File: config.mk
export PLATFORM = sky130hd
export DESIGN_NAME = regfile_param
export DESIGN_NICKNAME = d
export VERILOG_FILES = /design/src/rtl/regfile_param.sv
export SDC_FILE = /design/constraint.sdc
export NUM_CORES = 2
export LEC_CHECK = 0
export ABC_CLOCK_PERIOD_IN_PS = 2210
export CORE_MARGIN = 2
export CORE_UTILIZATION = 56
export CTS_CLUSTER_DIAMETER = 50
export DETAILED_ROUTE_END_ITERATION = 12
export PLACE_DENSITY = 0.74
export REMOVE_ABC_BUFFERS = 1
export SYNTH_ARGS = -nofsm -noshare
export SYNTH_HDL_FRONTEND = slang
export SYNTH_SLANG_ARGS = --single-unit
File: constraint.sdc
create_clock -name CK_REF -period 2.21 [get_ports CK_REF]
set_input_delay 0.3315 -clock CK_REF [delete_from_list [all_inputs] [get_ports CK_REF]]
set_output_delay 0.3315 -clock CK_REF [all_outputs]
set_load 0.01 [all_outputs]
File: src/rtl/regfile_param.sv
// Integer register file with x0 hard-wired to zero, two combinational read ports,
// one write port, a program counter and a per-register busy scoreboard.
module regfile_param #(
   parameter int unsigned      XLEN     = 32,
   parameter int unsigned      ADDR_W   = 5,
   parameter int unsigned      PC_INC   = 4,
   parameter logic [XLEN-1:0]  PC_RESET = '0,
   parameter bit               BYPASS   = 1'b1
) (
   input  logic              CK_REF,
   input  logic              RST_N,
   input  logic              HALT,
   input  logic [ADDR_W-1:0] RS1_ADDR,
   input  logic [ADDR_W-1:0] RS2_ADDR,
   output logic [XLEN-1:0]   RS1_DATA,
   output logic [XLEN-1:0]   RS2_DATA,
   output logic              RS1_BUSY,
   output logic              RS2_BUSY,
   input  logic              WE,
   input  logic [ADDR_W-1:0] RD_ADDR,
   input  logic [XLEN-1:0]   WDATA,
   input  logic              RSV_EN,
   input  logic [ADDR_W-1:0] RSV_ADDR,
   input  logic              PC_LOAD,
   input  logic [XLEN-1:0]   PC_LOAD_VAL,
   input  logic              PC_FREEZE,
   output logic [XLEN-1:0]   PC
);

   localparam int unsigned     NREG    = 2 ** ADDR_W;
   localparam logic [XLEN-1:0] PC_STEP = XLEN'(PC_INC);

   logic [XLEN-1:0] regs [NREG];
   logic [NREG-1:0] busy;
   logic [NREG-1:0] busy_next;
   logic            wr_ok;
   logic            hit1;
   logic            hit2;

   assign wr_ok = WE && !HALT && (RD_ADDR != '0);
   assign hit1  = BYPASS && wr_ok && (RD_ADDR == RS1_ADDR);
   assign hit2  = BYPASS && wr_ok && (RD_ADDR == RS2_ADDR);

   // Clear before set so a same-cycle reserve of the written register keeps it busy.
   always_comb begin
      busy_next = busy;
      if (WE) busy_next[RD_ADDR] = 1'b0;
      if (RSV_EN && (RSV_ADDR != '0)) busy_next[RSV_ADDR] = 1'b1;
      busy_next[0] = 1'b0;
   end

   always_ff @(posedge CK_REF or negedge RST_N) begin
      if (!RST_N) begin
         for (int unsigned i = 0; i < NREG; i++) regs[i] <= '0;
         busy <= '0;
         PC   <= PC_RESET;
      end else if (!HALT) begin
         if (wr_ok) regs[RD_ADDR] <= WDATA;
         busy <= busy_next;
         if (PC_LOAD)         PC <= PC_LOAD_VAL;
         else if (!PC_FREEZE) PC <= PC + PC_STEP;
      end
   end

   always_comb begin
      RS1_DATA = hit1 ? WDATA : regs[RS1_ADDR];
      RS2_DATA = hit2 ? WDATA : regs[RS2_ADDR];
      RS1_BUSY = hit1 ? 1'b0 : busy[RS1_ADDR];
      RS2_BUSY = hit2 ? 1'b0 : busy[RS2_ADDR];
   end

endmodule

* Word-level counts from Yosys, hierarchy flattened
Cells that the tools add are included.
W data, S select, Z words.
** Word-level totals
- Output and inout port bits :: 98
- Logic and storage cells :: 93
- Bits in registers :: 1087
- Input bits :: 91
** Operators by class
- Reduce and logical (&&, ||, !) cells :: 13
- $lt $le $gt $ge :: 10
- Bitwise operators :: 7
- $add $sub $neg :: 1
- Muxes and demuxes :: 25
- Eq/ne operators :: 3
** Operator list (count)
- $bwmux W1024 :: 1
- $mux W32 :: 11
- $bmux W32 S5 :: 2
- $demux W32 S5 :: 1
- $add A32 B3 Y32 const B :: 1
- $and A32 B32 Y32 :: 1
- $not A32 Y32 :: 1
- $or A32 B32 Y32 :: 1
- $lt A5 B6 Y1 const B :: 4
- $ge A6 B6 Y1 const B :: 3
- $not A5 Y6 :: 3
- $bmux W1 S5 :: 2
- $demux W1 S5 :: 2
- $eq A5 B5 Y1 :: 2
- $ge A5 B1 Y1 const B :: 2
- $reduce_bool A5 Y1 :: 2
- $logic_and A1 B1 Y1 :: 8
- $lt A6 B1 Y1 const B :: 1
- $mux W1 :: 6
- $reduce_and A2 Y1 :: 2
- $ne A2 B2 Y1 const B :: 1
- $logic_not A1 Y1 :: 1
- $not A1 Y1 :: 1

* Depth between registers and ports, before layout
- Word-level depth :: 9
- Depth in mapped cells :: 9
- Gate-level depth less buffers :: 6

* Worst setup path before layout
Ideal clock, no wire load.
- Path type :: input to output
- From :: input RS2_ADDR[0]
- To :: output RS2_DATA[21]
- Path buffers :: 3
- Data required time :: 1879 ps
- Path slack :: -76 ps
- Arrival time :: 1955 ps
- Cell stages on the path :: 7
- Cells stage by stage :: buf_2 -> buf_4 -> buf_2 -> mux4_2 -> o22ai_1 -> nor4_1 -> mux2_1
** Between the ends
- Longest elaborated chain between the ends :: 5
- Elaborated cells between the ends (all ways) :: 7
- Classes of those cells :: eq/ne: 1; mux: 4; bitwise: 1; reduce/logical: 1
** Ends and longest elaborated chain
- start, declared :: line 14 : input logic [ADDR_W-1:0] RS2_ADDR,
- $not A5 Y6 (implied by the code) :: line 67 : RS2_DATA = hit2 ? WDATA : regs[RS2_ADDR];
- $bmux W32 S5 :: line 67
- $mux W32 (implied by the code) (2 in series) :: line 67
- $mux W32 (*) :: line 67
- end, declared :: line 16 : output logic [XLEN-1:0] RS2_DATA,
Every way passes the cells marked *; elsewhere a longest branch is shown, timed or not. The select of a mux whose other input is x is not followed.

* Worst setup path in the final report
- From :: register regs[158] in the netlist's numbering
- To :: output RS1_DATA[30]
** Between the ends
- Longest elaborated chain between the ends :: 4
** Ends and longest elaborated chain
- start, declared :: line 33 : logic [XLEN-1:0] regs [NREG];
- start signal, assigned by index :: line 58 : if (wr_ok) regs[RD_ADDR] <= WDATA;
- $bmux W32 S5 :: line 66 : RS1_DATA = hit1 ? WDATA : regs[RS1_ADDR];
- $mux W32 (implied by the code) (2 in series) :: line 66
- $mux W32 :: line 66
- end, declared :: line 15 : output logic [XLEN-1:0] RS1_DATA,
No other way between the ends. The select of a mux whose other input is x is not followed.

==> flow_summary.toml <==
[status]
outcome = "finished, violations left"
violations = "setup timing"

[sta]
worst_pin_slew_ns = 0.6354
max_slew_margin = 0.5755
rsz0062_at_grt = "yes"
finClkSkew_ns = 0.03195
fin_crit_sh = 1.333
fmax_mhz = 339.5
fin_crit_ns = 2.945
fin_ws_ns = -0.7354
final-max-slew-violation-count = 0
hold_violations = 0
setup_violations = 66

[die]
die_x_um = 323.3
start_util = 0.5629
die_y_um = 323.3
core_um2 = 101400
io_pins = 189
num_rows = 117
dieArea_um2 = 104500

[power_and_ir_drop]
cellPowerDensity_nw_per_um2 = 775.3
p_leak_nw = 33.11
ir_drop_v = 0.0007274

[drt]
wl_per_cell_um = 33.14
viasPerCell = 7.031
first_iter_violations = 4159
drc = 0
antenna_left = 0
vias = 40210
firstDrtPassIters = 7
finalWirelength_um = 189600

[yosys]
synth_edf_count = 0
syn_area_per_cell_um2 = 15.08
syn_area_um2 = 57110
syn_inst = 3788
synth_ff_type = "dfrtp_1"
ys_warn_count = 0
yosysTopAreaCellShare = 0.4763
async_flop_share = 1.000
ys_seq_area_frac = 0.4763
synthTopCellsByArea = "dfrtp_1, mux4_2, mux2_1"
synth_area_leader_cell = "dfrtp_1"
synth.distinct_cells = 52
ys_ff_latch = 1087

[critical_path]
cp_data_required_time_ns = 1.88
reg2reg_slack_ns = 0.07
r2r-end = "PC[23]$_DFFE_PN0N_"
crit_end = "RS1_DATA[30]"
crit_type = "reg2out"
start_kind = "register"
worstPathArrival_ns = 2.61
cp-end-kind = "output port"
ff2ff_path_depth = 5
rr_startpoint = "PC[12]$_DFFE_PN0N_"
crit_fanout = 3
critPathLaunch = "regs[158]$_DFFE_PN0P_"

[grt]
antenna_found_initial = 2
grt_usage = 0.3682
grt_max_degree = 90
grt_pass1_wl_um = 279800
grt_overflow = 0
grt_pass1_vias = 41950

[layout]
fin_area_um2 = 73160
drive_gt1_frac = 0.4683
fill_cells = 6018
layout_commonest_cell = "dfrtp_1"
layout_common_cells = "dfrtp_1, mux2_1, mux4_2, buf_4, mux2_2"
nets = 4347
syn_to_final_growth_pct = 28.10

[cts]
clock_latency_ns = 0.73
clkSlewWorstSetupHoldPaths_ns = 0.06
h-tree-depth = 3
cts_buffer_depth = 3
root_buffer = "clkbuf_16"
cts.sinks = 1087
cts_buffers = 120
cts_tree = "yes"

[placed_design]
dpl_cell_area_um2 = 65220
place.gp.congestion = 0.8786
dp.final_hpwl_um = 118600
dp_slack_ns = -1.605
port_buffers = 188

[worst_hold_path]
hold_path_class = "in2async"

[job]
cap_viol_max_count = 0
## flip-flops by register name, summed over array words and instances (netlist names)
register / count
busy: 31
PC: 32
regs: 1024
## cell usage after synthesis, drive strengths merged (2+ instances only)
library cell and instances:
or3 6, clkbuf 214, nor3b 7, mux2i 9, xor2 6, a21o 2, o21ai 25, o22ai 274
and3 9, and2 3, nand2b 7, o41ai 4, a31oi 3, a22oi 6, xnor2 4, a41o 2
nand3 23, mux2 1056, nand4 5, a31o 3, o2bb2ai 6, a22o 17, mux4 530, nand3b 12
nor3 15, dfrtp 1087, nor4 68, buf 218, a21oi 39, nand2 47, or4 2, nor2b 6
and4 4, inv 23, nor2 36
## how the worst min path moves through the flow
stage / from / to / depth (start not counted)
floorplan: RST_N / PC[0]$_DFFE_PN0P_ / 0
global placement: RST_N / regs[769]$_DFFE_PN0P_ / 1
detailed placement: RST_N / regs[769]$_DFFE_PN0P_ / 1
CTS: RST_N / regs[801]$_DFFE_PN0P_ / 2
global route: RST_N / regs[801]$_DFFE_PN0P_ / 2
finish: RST_N / regs[801]$_DFFE_PN0P_ / 2
## worst max-delay path, cell delays in order, from the launching register on
cell	delay, ns
dfrtp_1	0.39
mux4_2	0.56
a22oi_2	0.33
a31oi_2	0.15
a21oi_2	0.23
a21oi_2	0.08
buf_2	0.14
## metal layers
| layer | track usage | wire length, um | vias to the layer above |
|---|---|---|---|
| li1 | - | - | 15810 |
| met1 | 0.4803 | 69360 | 21240 |
| met2 | 0.5656 | 87660 | 2468 |
| met3 | 0.09416 | 20430 | 690 |
| met4 | 0.2093 | 12100 | 0 |
| met5 | 0 | 0 | - |
## through the flow
stage          power [mW]  std cells  TNS [ns]    util  hold slack [ns]
2_1_floorplan       29.63       3356   -288.58       -          0.03591
3_3_place_gp        33.87       5430   -474.52  0.6429           0.3119
3_5_place_dp        34.36       5430   -493.47  0.6429           0.3143
4_1_cts             56.22       5696    -31.73  0.7142           0.1410
5_1_grt             58.55       5718    -33.32  0.7211           0.1513
6_report            56.72       5719    -30.52  0.7211           0.1511
## final cells by class
class	count	area [um2]	share of cell area
Clock buffer	167	3441	0.04703
Sequential cell	1087	27200	0.3718
Tap cell	1368	1712	0.02340
Antenna cell	1	2.502	0.00003421
Timing Repair Buffer	777	9144	0.1250
Clock inverter	50	661.9	0.009047
Multi-Input combinational cell	2246	30910	0.4225
Inverter	23	86.33	0.001180
## where the power goes
| part | leakage [nW] | switching [mW] | internal, mW |
|---|---|---|---|
| clock | 2.00 | 8.62 | 12.3 |
| combinational | 16.7 | 4.83 | 6.42 |
| sequential | 14.4 | 2.04 | 22.5 |
| total | 33.1 | 15.5 | 41.2 |
## logic make-up after synthesis
family,after synthesis,share of synthesized area
multiplexers,1595,0.4188
buffers and inverters,455,0.03606
AO/OA/AOI/OAI,388,0.04296
adder cells (fa/ha/maj),1,0.0002191
XOR/XNOR,10,0.001534
AND/OR/NAND/NOR,252,0.02410
flip-flops,1087,0.4763
## what timing repair did
action / in CTS / in global routing
cloned: 8 / 1
pin swaps: 145 / 72
hold buffers: 1 / 0
endpoints found under the setup margin: 99 / 66
gates resized for setup: 788 / 84
endpoints found under the hold margin: 139 / 0
buffers inserted: 62 / 23
(Power assumes the default switching activity.)
